==> src/rtl/fxp32s_normalizer.sv <==
// fxp32s_normalizer: normalizes a signed 32-bit fixed-point operand so that
// bits 31 and 30 differ. A fixed 5-step binary search finds the redundant
// sign bits. Each step shifts by 16, 8, 4, 2, then 1. Every operand takes
// the same number of cycles, so latency does not depend on the data.
module fxp32s_normalizer #(
  parameter int LSB_POW = -24
) (
  input  logic        clk,
  input  logic        rst,
  input  logic [31:0] in_data,
  input  logic        in_valid,
  output logic        in_ready,
  output logic [31:0] out_data,
  output logic [31:0] out_shift,
  output logic        out_shift_sign,
  output logic [7:0]  out_exp,
  output logic        out_zero,
  output logic        out_valid,
  input  logic        out_ready
);

  typedef enum logic [1:0] {IDLE, SEARCH, DONE} state_t;

  // Exponent of bit 30 of the raw operand. Each left shift lowers it by one.
  localparam logic [7:0] EXP_BASE = 8'(30 + LSB_POW);

  state_t      state_reg;
  logic [31:0] work_reg;
  logic [4:0]  count_reg;
  logic [2:0]  stage_reg;

  logic [31:0] work_next;
  logic [4:0]  count_next;

  logic [4:0]  stage_hit;
  logic [31:0] stage_work [5];

  // Per-stage candidates. A stage shifts by W when its top W+1 bits are all
  // equal, because those W bits only repeat the sign.
  genvar gi;
  generate
    for (gi = 0; gi < 5; gi++) begin : g_stage
      localparam int W = 16 >> gi;
      assign stage_hit[gi]  = (&work_reg[31:31-W]) | ~(|work_reg[31:31-W]);
      assign stage_work[gi] = work_reg << W;
    end
  endgenerate

  // Select the active stage's result. Keep the current work value when that stage does not apply.
  always_comb begin
    work_next  = work_reg;
    count_next = count_reg;
    for (int k = 0; k < 5; k++) begin
      if (stage_reg == 3'(k) && stage_hit[k]) begin
        work_next  = stage_work[k];
        count_next = count_reg + 5'(16 >> k);
      end
    end
  end

  // Control FSM and registered outputs. Results load on the last search step.
  always_ff @(posedge clk) begin
    if (rst) begin
      state_reg      <= IDLE;
      work_reg       <= '0;
      count_reg      <= '0;
      stage_reg      <= '0;
      in_ready       <= 1'b1;
      out_valid      <= 1'b0;
      out_data       <= '0;
      out_shift      <= '0;
      out_exp        <= '0;
      out_zero       <= 1'b0;
      out_shift_sign <= 1'b1;
    end else begin
      out_shift_sign <= 1'b1;
      case (state_reg)
        IDLE: begin
          if (in_valid && in_ready) begin
            work_reg  <= in_data;
            count_reg <= '0;
            stage_reg <= '0;
            in_ready  <= 1'b0;
            state_reg <= SEARCH;
          end
        end
        SEARCH: begin
          work_reg  <= work_next;
          count_reg <= count_next;
          if (stage_reg == 3'd4) begin
            stage_reg <= '0;
            state_reg <= DONE;
            out_valid <= 1'b1;
            out_data  <= work_next;
            out_shift <= {27'b0, count_next};
            out_exp   <= EXP_BASE - {3'b0, count_next};
            out_zero  <= (work_next == 32'h0);
          end else begin
            stage_reg <= stage_reg + 3'd1;
          end
        end
        DONE: begin
          if (out_ready) begin
            out_valid <= 1'b0;
            in_ready  <= 1'b1;
            state_reg <= IDLE;
          end
        end
        default: state_reg <= IDLE;
      endcase
    end
  end

endmodule

==> config.mk <==
export PLATFORM = sky130hd
export DESIGN_NAME = fxp32s_normalizer
export DESIGN_NICKNAME = d
export VERILOG_FILES = /design/src/rtl/fxp32s_normalizer.sv
export SDC_FILE = /design/constraint.sdc
export NUM_CORES = 1
export LEC_CHECK = 0
export BUFFER_PORTS_ARGS = -buffer_cell sky130_fd_sc_hd__buf_2
export CAP_MARGIN = 40
export CORE_UTILIZATION = 56
export CTS_BUF_LIST = sky130_fd_sc_hd__clkbuf_4 sky130_fd_sc_hd__clkbuf_8 sky130_fd_sc_hd__clkbuf_16
export DETAILED_ROUTE_END_ITERATION = 8
export PLACE_DENSITY = 0.81
export SYNTH_ARGS = -nofsm -noshare
export SYNTH_HDL_FRONTEND = slang
export SYNTH_SLANG_ARGS = --single-unit
==> constraint.sdc <==
create_clock -name clk -period 4.15 [get_ports clk]
set_input_delay 0.83 -clock clk [delete_from_list [all_inputs] [get_ports clk]]
set_output_delay 0.83 -clock clk [all_outputs]
set_load 0.01 [all_outputs]
# == Word level (Yosys, flattened, before mapping) ==
# Cells that the tools add are included.
# totals
regBits,90
in_bits,36
# op_classes
n_mux,27
addsub,7
bitwise_logic,10
eq_ne,9
n_reduce_logical,27
# op_table
cell,n
two-way mux 32 bit,6
case mux 32 bit (2 select lines),1
zero test 32 bit,1
two-way mux 5 bit,6
AND reduction 17 bit,1
OR reduction 17 bit,1
AND reduction 3 bit,4
case mux 5 bit (2 select lines),1
AND reduction 9 bit,1
OR reduction 9 bit,1
"equality test 3 x 2 -> 1 bit, second input constant",2
logical AND 1 bit,6
two-way mux 2 bit,3
two-way mux 3 bit,2
"!= test 2 bit, second input constant",3
case mux 2 bit (3 select lines),1
case mux 3 bit (2 select lines),1
AND reduction 2 bit,3
nonzero test 2 bit,3
"subtractor 3 x 5 -> 6 bit, first input constant",1
"adder 5 x 1 -> 5 bit, second input constant",1
"adder 5 x 2 -> 5 bit, second input constant",1
"adder 5 x 3 -> 5 bit, second input constant",1
"adder 5 x 4 -> 5 bit, second input constant",1
other kinds (16),28

# == Longest topological paths before layout ==
# logic_depth
depth_word,10
mapped_depth,13

# == Worst setup path after synthesis ==
# Ideal clock, no wire load.
# synth_path
kind,flip-flop to flip-flop
from,reg stage_reg[0]
to,reg out_zero
synth_period_minus_slack_ns,3.012
t_required_ns,4.066
n_path_buf,1
path_stages_with_launch,12
arrival_ns,2.928
setup_ns,0.084
slack_ns,1.138
path_cell_list,dfxtp_1 > inv_1 > ha_1 > nand2_1 > or4_4 > a311oi_4 > buf_6 > o211ai_4 > a32o_1 > a211o_1 > or4_4 > o31ai_2
# synth_between
elab_chain_len,8
# synth_rtl
item,line,source
from (decl),30,logic [2:0] stage_reg;
from (signal assigned),99,stage_reg <= stage_reg + 3'd1;
zero test 3 bit,54,if (stage_reg == 3'(k) && stage_hit[k]) begin
logical AND 1 bit,54,
two-way mux 32 bit (5 in series),54,
zero test 32 bit,97,out_zero <= (work_next == 32'h0);
to (signal assigned),97,
to (decl),17,"output logic out_zero,"
# Parallel ways exist; a longest one is shown, timed or not.
# A chain may end at the register's enable or synchronous reset.

# == Final worst setup path ==
# layout_path
from,reg work_reg[31]
to,reg out_zero
# layout_between
elab_chain_len,10
# layout_rtl
item,line,source
from (decl),28,logic [31:0] work_reg;
from (signal assigned),80,work_reg <= in_data;
from (signal assigned),88,work_reg <= work_next;
OR reduction 17 bit,44,assign stage_hit[gi] = (&work_reg[31:31-W]) | ~(|work_reg[31:31-W]);
inverter 1 bit,44,
OR 1 bit,44,
logical AND 1 bit,54,
two-way mux 32 bit (4 in series),54,
two-way mux 32 bit *,54,
zero test 32 bit *,97,
# Every way passes the cells marked *; elsewhere a longest branch is shown, timed or not.

==> summary.md <==
| Metric | Value |
|---|---|
| Maximum vdd ir drop | `0.1715 mV` |
| First-pass GRT wire length | `32260 um` |
| Dpl hpwl | `14940 um` |
| Die area | `10520 um^2` |
| Mapped cell area | `5665 um^2` |
| Critical path peak fanout | `20` |
| Synth cell types | `77` |
| Final GP Congestion | `1.079` |
| Cells after synthesis | `773` |
| TritonCTS clock tree | `built` |
| Actual slew at the worst max-slew pin | `1.107 ns` |
| Final Slew Violations | `0` |
| Post-CTS Repair Setup Buffers | `0` |
| H-tree level count | `3` |
| Slew headroom | `0.2620` |
| DR WL/cell | `21.81 um` |
| P_leak | `0.002458 uW` |
| Area delta synth->final | `10.71%` |
| CP arrival | `4.09 ns` |
| Number of global-route vias before repair | `5793` |
| Chip Width | `102.6 um` |
| Initial antenna violation count | `0` |
| Largest net degree at the start of global routing | `48` |
| CTS root buffer | `clkbuf_8` |
| Core Region | `9774 um^2` |
| # diodes | `0` |
| Flops & latches, synth | `87` |
| Final Core Density | `0.6417` |
| Min-Delay Path Class | `reg2reg` |
| Fmax | `264.3 MHz` |
| Grt ovf | `0` |
| CP Launch Type | `flip-flop` |
| Detailed Route WL | `20900 um` |
| FP Rows | `36` |
| Setup violators final | `0` |
| Clock sink count | `87` |
| Leading cell types in the layout, fill and taps excluded | `nand2_1 (128), dfxtp_1 (87), buf_2 (83)` |
| Final WS setup | `0.3671 ns` |
| Unrepaired setup endpoints after global routing | `false` |
| Ys Warns | `0` |
| CTS clk-pin slew, worst paths | `0.10 ns` |
| Setup TNS | `0 ns` |
| Clock latency on the worst-skew pair | `0.38 ns` |
| Hold_buf cts | `0` |
| Number of CTS-inserted buffers | `9` |
| IO Port Bufs | `83` |
| Ys flop type | `dfxtp_1` |
| Crit share post-route | `0.9115` |
| I/O Pins | `112` |
| Power, Total | `2185 uW` |
| Clock skew | `0.009257 ns` |
| Final ANT Viol Nets | `0` |
| Asr flop ratio synth | `0` |
| Required @ worst endpoint | `4.45 ns` |
| Die Span Y | `102.6 um` |
| Power per standard cell area | `348.3 nW/um^2` |
| Final #Nets | `865` |
| DRC | `0` |
| DR iter-0 viols | `628` |
| DR vias/cell | `6.635` |
| Fin. Hold Viols | `0` |
| Clock Tree Buf Depth | `2` |
| Fraction of layout cells with a size suffix above 1 | `0.1806` |
| Crit Path Class | `reg2reg` |
| Crit. End Element | `flip-flop` |
| Seq/Total Area, Yosys | `0.3074` |
| Post-synth EDFFs | `0` |
| Starting Density | `0.5796` |
| Total Routing Usage GR | `0.4091` |
| Via count | `6356` |
| Synth Area per Inst | `7.329 um^2` |
| Max_cap viols | `0` |
| Pre-antenna DRT Iters | `6` |
| Post-CTS Resized | `0` |
| Minimum clock period | `3.783 ns` |
| Status | `completed` |
| Pre-CTS setup slack | `0.4785 ns` |
| Commonest non-fill, non-tap cell in the layout | `nand2_1` |
path summary, 6_finish.rpt:
path | cells past startpoint | slack, ns | start | endpoint
worst max-delay path | 8 | 0.37 | work_reg[31]$_SDFFE_PP0P_ | out_zero$_SDFFE_PP0P_
worst min-delay path | 2 | 0.46 | out_data[29]$_SDFFE_PP0P_ | out_data[29]$_SDFFE_PP0P_
worst max register to register | 8 | 0.37 | work_reg[31]$_SDFFE_PP0P_ | out_zero$_SDFFE_PP0P_
worst min register to register | 2 | 0.46 | out_data[29]$_SDFFE_PP0P_ | out_data[29]$_SDFFE_PP0P_
layer usage:
layer	vias to the layer above	wire length, um	GRT usage
li1	2848	-	-
met1	3009	8345	0.5221
met2	409	9421	0.6374
met3	90	1973	0.06712
met4	0	1155	0.2703
met5	-	0	0
cell type report:
cell class	count	area, um^2
clock buffers	10	131.4
clock inverters	6	53.80
fillers	904	3502
inverters	11	41.29
multi-input cells	594	3447
flip-flops and latches	87	1742
well taps	133	166.4
repair buffers	117	690.7
where the power goes:
part / internal, uW / switching [uW] / leakage (uW)
Combinational: 228 / 418 / 0.00166
Sequential: 870 / 84.1 / 0.000706
Clock: 234 / 350 / 0.0000924
worst max-delay path, stage by stage (launching register included):
cell	delay [ns]
dfxtp_1	0.77
nor4_4	0.15
a32oi_1	0.87
a311oi_4	0.24
o32ai_1	0.22
a21oi_1	0.16
or4_1	0.56
or4_4	0.51
o31ai_2	0.22
metrics by stage:
step	area, um^2	cells	hold WS [ns]
2_1_floorplan	5763	799	0.4603
3_3_place_gp	6065	940	0.4379
3_5_place_dp	6087	942	0.4447
4_1_cts	6272	958	0.4574
5_1_grt	6272	958	0.4695
6_report	6272	958	0.4574
cell families after synthesis:
| family | after synthesis | synth area share |
|---|---|---|
| compound gates | 257 | 0.3171 |
| xor+xnor | 6 | 0.009276 |
| fa+ha+maj | 9 | 0.01988 |
| buf+inv | 118 | 0.1038 |
| flops | 87 | 0.3074 |
| mux | 2 | 0.003754 |
| other cells | 2 | 0.001326 |
| simple gates | 292 | 0.2374 |
synth_stat cells (all sizes together), types with 7 or more instances:
cell | count | area [um^2]
o211ai | 9 | 86.33
nand3 | 22 | 110.1
a211oi | 22 | 165.2
nor3 | 19 | 95.09
nand2 | 128 | 480.5
nor4 | 7 | 65.06
nor2 | 73 | 274.0
a21oi | 70 | 350.3
buf | 50 | 331.6
a22oi | 16 | 120.1
a221oi | 8 | 70.07
dfxtp | 87 | 1742
o22ai | 14 | 87.58
a311oi | 12 | 122.6
clkbuf | 57 | 215.2
o21ai | 35 | 175.2
ha | 9 | 112.6
inv | 11 | 41.29
(Power assumes the default switching activity.)
